File: config.mk
export PLATFORM = sky130hd
export DESIGN_NAME = mcast_flit_injector_flat
export DESIGN_NICKNAME = d
export VERILOG_FILES = /design/src/rtl/mcast_flit_injector_if.sv /design/src/rtl/mcast_flit_injector.sv /design/src/flat_wrapper.sv
export SDC_FILE = /design/constraint.sdc
export NUM_CORES = 1
export LEC_CHECK = 0
export CELL_PAD_IN_SITES_DETAIL_PLACEMENT = 0
export CELL_PAD_IN_SITES_GLOBAL_PLACEMENT = 1
export CORE_MARGIN = 5
export CORE_UTILIZATION = 30
export CTS_CLUSTER_SIZE = 12
export DETAILED_ROUTE_END_ITERATION = 16
export GPL_ROUTABILITY_DRIVEN = 0
export PLACE_DENSITY_LB_ADDON = 0.1
export SLEW_MARGIN = 20
export SYNTH_ARGS = -nofsm -noshare
export SYNTH_HDL_FRONTEND = slang
export SYNTH_SLANG_ARGS = --single-unit
File: constraint.sdc
create_clock -name clk -period 3.3 [get_ports clk]
set_clock_uncertainty 0.15 [all_clocks]
set_input_delay 0.33 -clock clk [delete_from_list [all_inputs] [get_ports clk]]
set_output_delay 0.33 -clock clk [all_outputs]
set_load 0.01 [all_outputs]
File: src/rtl/mcast_flit_injector_if.sv
`default_nettype none
// +----------------------------------------------------------------------+
// | mcast_flit_injector_if                                               |
// | Request and flit-injection handshake bundle for mcast_flit_injector. |
// | Revision: 1.0                                                        |
// +----------------------------------------------------------------------+
interface mcast_flit_injector_if #(
  parameter int ROWS   = 2,
  parameter int COLS   = 2,
  parameter int FLIT_W = 64
);
  logic                   req_valid;
  logic                   req_ready;
  logic [ROWS*COLS-1:0]   req_targets;
  logic [31:0]            req_payload;
  logic [FLIT_W-1:0]      flit_out;
  logic                   flit_valid;
  logic                   flit_ready;
  logic                   busy;
  logic                   done;
  logic [9:0]             seq_id;

  modport master (
    output req_valid, req_targets, req_payload, flit_ready,
    input  req_ready, flit_out, flit_valid, busy, done, seq_id
  );

  modport slave (
    input  req_valid, req_targets, req_payload, flit_ready,
    output req_ready, flit_out, flit_valid, busy, done, seq_id
  );
endinterface
`default_nettype wire

File: src/rtl/mcast_flit_injector.sv
`default_nettype none
// +----------------------------------------------------------------------+
// | mcast_flit_injector                                                  |
// | Expands a bitmap multicast request into one-hop mesh flits.          |
// | Revision: 1.0                                                        |
// +----------------------------------------------------------------------+
module mcast_flit_injector #(
  parameter int ROWS   = 2,
  parameter int COLS   = 2,
  parameter int FLIT_W = 64,
  parameter int SRC_R  = 0,
  parameter int SRC_C  = 0
) (
  input logic                 clk,
  input logic                 rst,
  mcast_flit_injector_if.slave bus
);
  localparam int N       = ROWS * COLS;
  localparam int SRC_IDX = SRC_R * COLS + SRC_C;
  localparam logic [N-1:0] SRC_BIT = N'(1) << SRC_IDX;

  typedef enum logic [1:0] {
    IDLE = 2'd0,
    LOAD = 2'd1,
    SEND = 2'd2
  } state_t;

  state_t            state_q, state_d;
  logic [N-1:0]      remaining_q, remaining_d;
  logic              pend_local_q, pend_local_d;
  logic [31:0]       payload_q, payload_d;
  logic [9:0]        cur_seq_q, cur_seq_d;
  logic [9:0]        seq_id_q, seq_id_d;
  logic [FLIT_W-1:0] flit_q, flit_d;
  logic              flit_valid_q, flit_valid_d;
  logic              done_q, done_d;

  logic              sel_found;
  logic [7:0]        sel_row;
  logic [7:0]        sel_col;
  logic [N-1:0]      sel_onehot;
  logic [4:0]        dir_mask;
  logic [FLIT_W-1:0] flit_body;

  // Lowest set remaining bit gives ascending tile-index emission order.
  always_comb begin
    sel_found  = 1'b0;
    sel_row    = '0;
    sel_col    = '0;
    sel_onehot = '0;
    for (int i = 0; i < N; i++) begin
      if (!sel_found && remaining_q[i]) begin
        sel_found     = 1'b1;
        sel_row       = 8'(i / COLS);
        sel_col       = 8'(i % COLS);
        sel_onehot[i] = 1'b1;
      end
    end
  end

  // XY routing: column difference wins over row difference.
  always_comb begin
    dir_mask = 5'b00000;
    if (int'(sel_col) > SRC_C) begin
      dir_mask = 5'b01000;
    end else if (int'(sel_col) < SRC_C) begin
      dir_mask = 5'b00010;
    end else if (int'(sel_row) > SRC_R) begin
      dir_mask = 5'b00100;
    end else if (int'(sel_row) < SRC_R) begin
      dir_mask = 5'b10000;
    end
  end

  always_comb begin
    flit_body        = '0;
    flit_body[63:32] = payload_q;
    flit_body[31]    = 1'b1;
    flit_body[30:26] = sel_found ? (dir_mask | {4'b0000, pend_local_q}) : 5'b00001;
    flit_body[25:16] = cur_seq_q;
    flit_body[15:8]  = sel_found ? sel_row : 8'(SRC_R);
    flit_body[7:0]   = sel_found ? sel_col : 8'(SRC_C);
  end

  always_comb begin
    state_d      = state_q;
    remaining_d  = remaining_q;
    pend_local_d = pend_local_q;
    payload_d    = payload_q;
    cur_seq_d    = cur_seq_q;
    seq_id_d     = seq_id_q;
    flit_d       = flit_q;
    flit_valid_d = flit_valid_q;
    done_d       = 1'b0;
    unique case (state_q)
      IDLE: begin
        if (bus.req_valid) begin
          remaining_d  = bus.req_targets & ~SRC_BIT;
          pend_local_d = |(bus.req_targets & SRC_BIT);
          payload_d    = bus.req_payload;
          cur_seq_d    = seq_id_q;
          seq_id_d     = seq_id_q + 10'd1;
          state_d      = LOAD;
        end
      end
      LOAD: begin
        if (sel_found || pend_local_q) begin
          flit_d       = flit_body;
          flit_valid_d = 1'b1;
          remaining_d  = remaining_q & ~sel_onehot;
          pend_local_d = 1'b0;
          state_d      = SEND;
        end else begin
          done_d  = 1'b1;
          state_d = IDLE;
        end
      end
      SEND: begin
        if (bus.flit_ready) begin
          flit_valid_d = 1'b0;
          if (remaining_q != '0) begin
            state_d = LOAD;
          end else begin
            done_d  = 1'b1;
            state_d = IDLE;
          end
        end
      end
      default: state_d = IDLE;
    endcase
  end

  always_ff @(posedge clk) begin
    if (rst) begin
      state_q      <= IDLE;
      remaining_q  <= '0;
      pend_local_q <= 1'b0;
      payload_q    <= '0;
      cur_seq_q    <= '0;
      seq_id_q     <= '0;
      flit_q       <= '0;
      flit_valid_q <= 1'b0;
      done_q       <= 1'b0;
    end else begin
      state_q      <= state_d;
      remaining_q  <= remaining_d;
      pend_local_q <= pend_local_d;
      payload_q    <= payload_d;
      cur_seq_q    <= cur_seq_d;
      seq_id_q     <= seq_id_d;
      flit_q       <= flit_d;
      flit_valid_q <= flit_valid_d;
      done_q       <= done_d;
    end
  end

  assign bus.req_ready  = (state_q == IDLE);
  assign bus.busy       = (state_q != IDLE);
  assign bus.flit_out   = flit_q;
  assign bus.flit_valid = flit_valid_q;
  assign bus.done       = done_q;
  assign bus.seq_id     = seq_id_q;
endmodule
`default_nettype wire

File: src/flat_wrapper.sv
// flat-port wrapper written by rule: the top's interface ports become plain ports
module mcast_flit_injector_flat 
#(
  parameter int ROWS   = 2,
  parameter int COLS   = 2,
  parameter int FLIT_W = 64,
  parameter int SRC_R  = 0,
  parameter int SRC_C  = 0
)
  (clk, rst, bus_req_valid, bus_req_targets, bus_req_payload, bus_flit_ready, bus_req_ready, bus_flit_out, bus_flit_valid, bus_busy, bus_done, bus_seq_id);
  mcast_flit_injector_if #(.ROWS(ROWS), .COLS(COLS), .FLIT_W(FLIT_W)) bus_i ();
  input logic clk;
  input logic rst;
  input wire logic [$bits(bus_i.req_valid)-1:0] bus_req_valid;
  input wire logic [$bits(bus_i.req_targets)-1:0] bus_req_targets;
  input wire logic [$bits(bus_i.req_payload)-1:0] bus_req_payload;
  input wire logic [$bits(bus_i.flit_ready)-1:0] bus_flit_ready;
  output wire logic [$bits(bus_i.req_ready)-1:0] bus_req_ready;
  output wire logic [$bits(bus_i.flit_out)-1:0] bus_flit_out;
  output wire logic [$bits(bus_i.flit_valid)-1:0] bus_flit_valid;
  output wire logic [$bits(bus_i.busy)-1:0] bus_busy;
  output wire logic [$bits(bus_i.done)-1:0] bus_done;
  output wire logic [$bits(bus_i.seq_id)-1:0] bus_seq_id;
  assign bus_i.req_valid = bus_req_valid;
  assign bus_i.req_targets = bus_req_targets;
  assign bus_i.req_payload = bus_req_payload;
  assign bus_i.flit_ready = bus_flit_ready;
  assign bus_req_ready = bus_i.req_ready;
  assign bus_flit_out = bus_i.flit_out;
  assign bus_flit_valid = bus_i.flit_valid;
  assign bus_busy = bus_i.busy;
  assign bus_done = bus_i.done;
  assign bus_seq_id = bus_i.seq_id;
  mcast_flit_injector #(.ROWS(ROWS), .COLS(COLS), .FLIT_W(FLIT_W), .SRC_R(SRC_R), .SRC_C(SRC_C)) u_core (.clk(clk), .rst(rst), .bus(bus_i));
endmodule
==> run metrics <==
CTS root buf=clkbuf_16; largest net degree at the start of global routing=75; Setup WS pre-CTS=886 ps; Setup Buffers After CTS=0; Critical Path, Cell by Cell=inv_1 > ha_1 > clkdlybuf4s50_1; H-tree depth=3; synthesized area=4410 sq um; starting density of the core=30.5%; post-synth top area share=about half; Synth area leaders=dfxtp_1 (49%), nand2_1 (12%), a21oi_2 (7.9%), a21oi_1 (6.6%), nand2_2 (5.7%); status=finished, final reports clean; Critical Path Start Type=flip-flop; Synth async-reset ratio=0%; DR vias=3571; Cell Rows=44; Die ar.=17200 sq um; DP Wirelength=7490 um; CTS clock-pin slew for the worst setup and hold paths=~70 ps; post-synth cell types=40; Final ANT Viol Nets=0; Final period util=71.2%; setup_tns=0 ps; CP max FO=13; post-synthesis register bit count=107; DIE WIDTH=131 um; CTS resizes=0; hold_sp=u_core.cur_seq_q[2]; Post-synth EDFFs=0; first drt pass iteration count=4; Antenna diodes=0; I/O pin count=118; CP delay by family, top=buffers and inverters; CP max-delay cell=clkdlybuf4s50_1; first-pass GRT wire length=~19000 um; Worst Max-Slew Pin Slew=between 900 and 1000 ps; Num CTS Buffers=9; antenna violations before repair=0; drc violations=0; Final setup viols=0; Register Area=2140 sq um; Die Y=131 um; layout cells sized above 1=~18%; most common cell after layout, fill and taps aside=nand2_1; hold crit path type=reg -> reg; crit path DAT=around 1900 ps; Core ar.=14500 sq um; Synth Flop Type=dfxtp_1; max cap viols=0; hold buffer count at CTS=0; WS Path Type=reg -> out; Critical Path RT=2820 ps; I/O Buffers=101; total routed wirelength=11200 um; Layout area overhead=30.6%; RSZ-0062 raised after global routing=no; top cell type by total area after synthesis=dfxtp_1; Total Power=0.00313 W; CTS tree=built; total gr overflow=0; Syn Inst Count=516; Final nets=640; CTS max path bufs=2; clock sinks=107; Hold Path End=u_core.bus.flit_out[18]; R2R Path Start=u_core.state_q[0]; R2R Path End=u_core.payload_q[17]; vias per cell=4.55; crit end category=output pin; PD cells=542 nW/um^2; Achievable Freq=around 430 MHz; Avg Inst Size Synth=8.55 sq um; post-synthesis sequential area ratio=48.5%; WL/cell=14.3 um; Leak=1.92 nW; Slew Viols, Final=0; r2r worst-path depth=6; Worst R2R Setup Slack=1000 ps; total track usage=roughly 13%; fill count=1499; final hold viol count=0; Slew Limit Headroom=34.2%; crit-path max cell delay=630 ps; Warnings, synthesis=0; hold depth=2; most frequent cells in the layout=nand2_1 (136), dfxtp_1 (107), clkdlybuf4s50_1 (100), a21oi_1 (58), nand2_2 (41); Tmin final=2350 ps; clk_lat worst skew=340 ps; vias in the first global route=3654; Initial DRC Count=135; CP Buf/Inv Count=2; setup ws final=950 ps; Max IR drop VDD=0.302 mV; Multi-input gate area=1980 sq um
-- registers in the layout, indices dropped and copies added (netlist names) --
register / count
u_core.bus.done: 1
u_core.bus.flit_out: 47
u_core.bus.flit_valid: 1
u_core.bus.seq_id: 10
u_core.cur_seq_q: 10
u_core.payload_q: 32
u_core.pend_local_q: 1
u_core.remaining_q: 3
u_core.state_q: 2
-- per-stage QoR --
stage          hold slack [ps]  area [sq um]  util (%)  cells
2_1_floorplan              282          4470         -    531
3_3_place_gp               293          5440      37.5    768
3_5_place_dp               296          5440      37.5    768
4_1_cts                    306          5770      39.8    784
5_1_grt                    320          5770      39.8    784
6_report                   303          5770      39.8    784
-- cell usage after synthesis, types with 3 or more instances --
library cell,n
nor2b_1,3
dfxtp_1,107
nand2_1,137
nand2_2,40
nand4_1,3
buf_2,14
o31ai_1,4
a21oi_2,40
a21oi_1,58
clkbuf_1,16
o21ai_0,6
or4_1,4
inv_1,8
ha_1,5
nand3_1,4
nor2_1,11
buf_6,5
or3_1,7
buf_4,17
a22oi_1,3
-- how the worst max path moves through the flow --
stage | from | to | slack, ps | cells after the start
detailed placement | bus_req_valid | u_core.payload_q[8] | 890 | 5
CTS | u_core.state_q[0] | bus_req_ready | 910 | 3
finish | u_core.state_q[0] | bus_req_ready | 950 | 3
global route | u_core.state_q[0] | u_core.payload_q[14] | 690 | 6
global placement | bus_req_valid | u_core.cur_seq_q[9] | 950 | 5
floorplan | u_core.state_q[0] | u_core.bus.seq_id[8] | 1470 | 6
-- final cells by class --
| type | instances | area share, % |
|---|---|---|
| clock inverters | 4 | 1.26 |
| clock buffers | 12 | 4.45 |
| multi-input cells | 362 | 34.4 |
| flip-flops and latches | 107 | 37.2 |
| inverters | 8 | 0.521 |
| well taps | 184 | 3.99 |
| repair buffers | 107 | 18.3 |
-- tightest hold or removal path, cell delays in order (launching register included) --
cell     delay (ps)
dfxtp_1         310
nand2_1          50
a21oi_1          50
-- cell families (layout without fill, tap and decap cells) --
family / after synthesis / count (layout) / share of synthesized area [%]
simple gates: 216 / 216 / 22.4
compound gates: 121 / 121 / 18.7
flops: 107 / 107 / 48.5
buf+inv: 62 / 131 / 7.97
fa+ha+maj: 5 / 5 / 1.42
xor+xnor: 2 / 2 / 0.397
mux: 2 / 2 / 0.482
other cells: 1 / 16 / 0.0850
-- layer usage --
metal  global-route usage, %  vias to the layer above  part of all wire, %
met5                       0                        -                    0
met4                    4.63                        0                  1.6
met3                    3.13                       11                  5.5
met2                    21.3                       77                   46
met1                    16.3                     1665                   47
li1                        -                     1818                    -
-- report_power, final --
part           leakage (nW)  internal (W)  switching (W)
Combinational         0.893      0.000206       0.000317
Clock                 0.159      0.000706       0.000469
Sequential            0.869       0.00137      0.0000612
No activity file was read; power rests on OpenSTA's default activity.
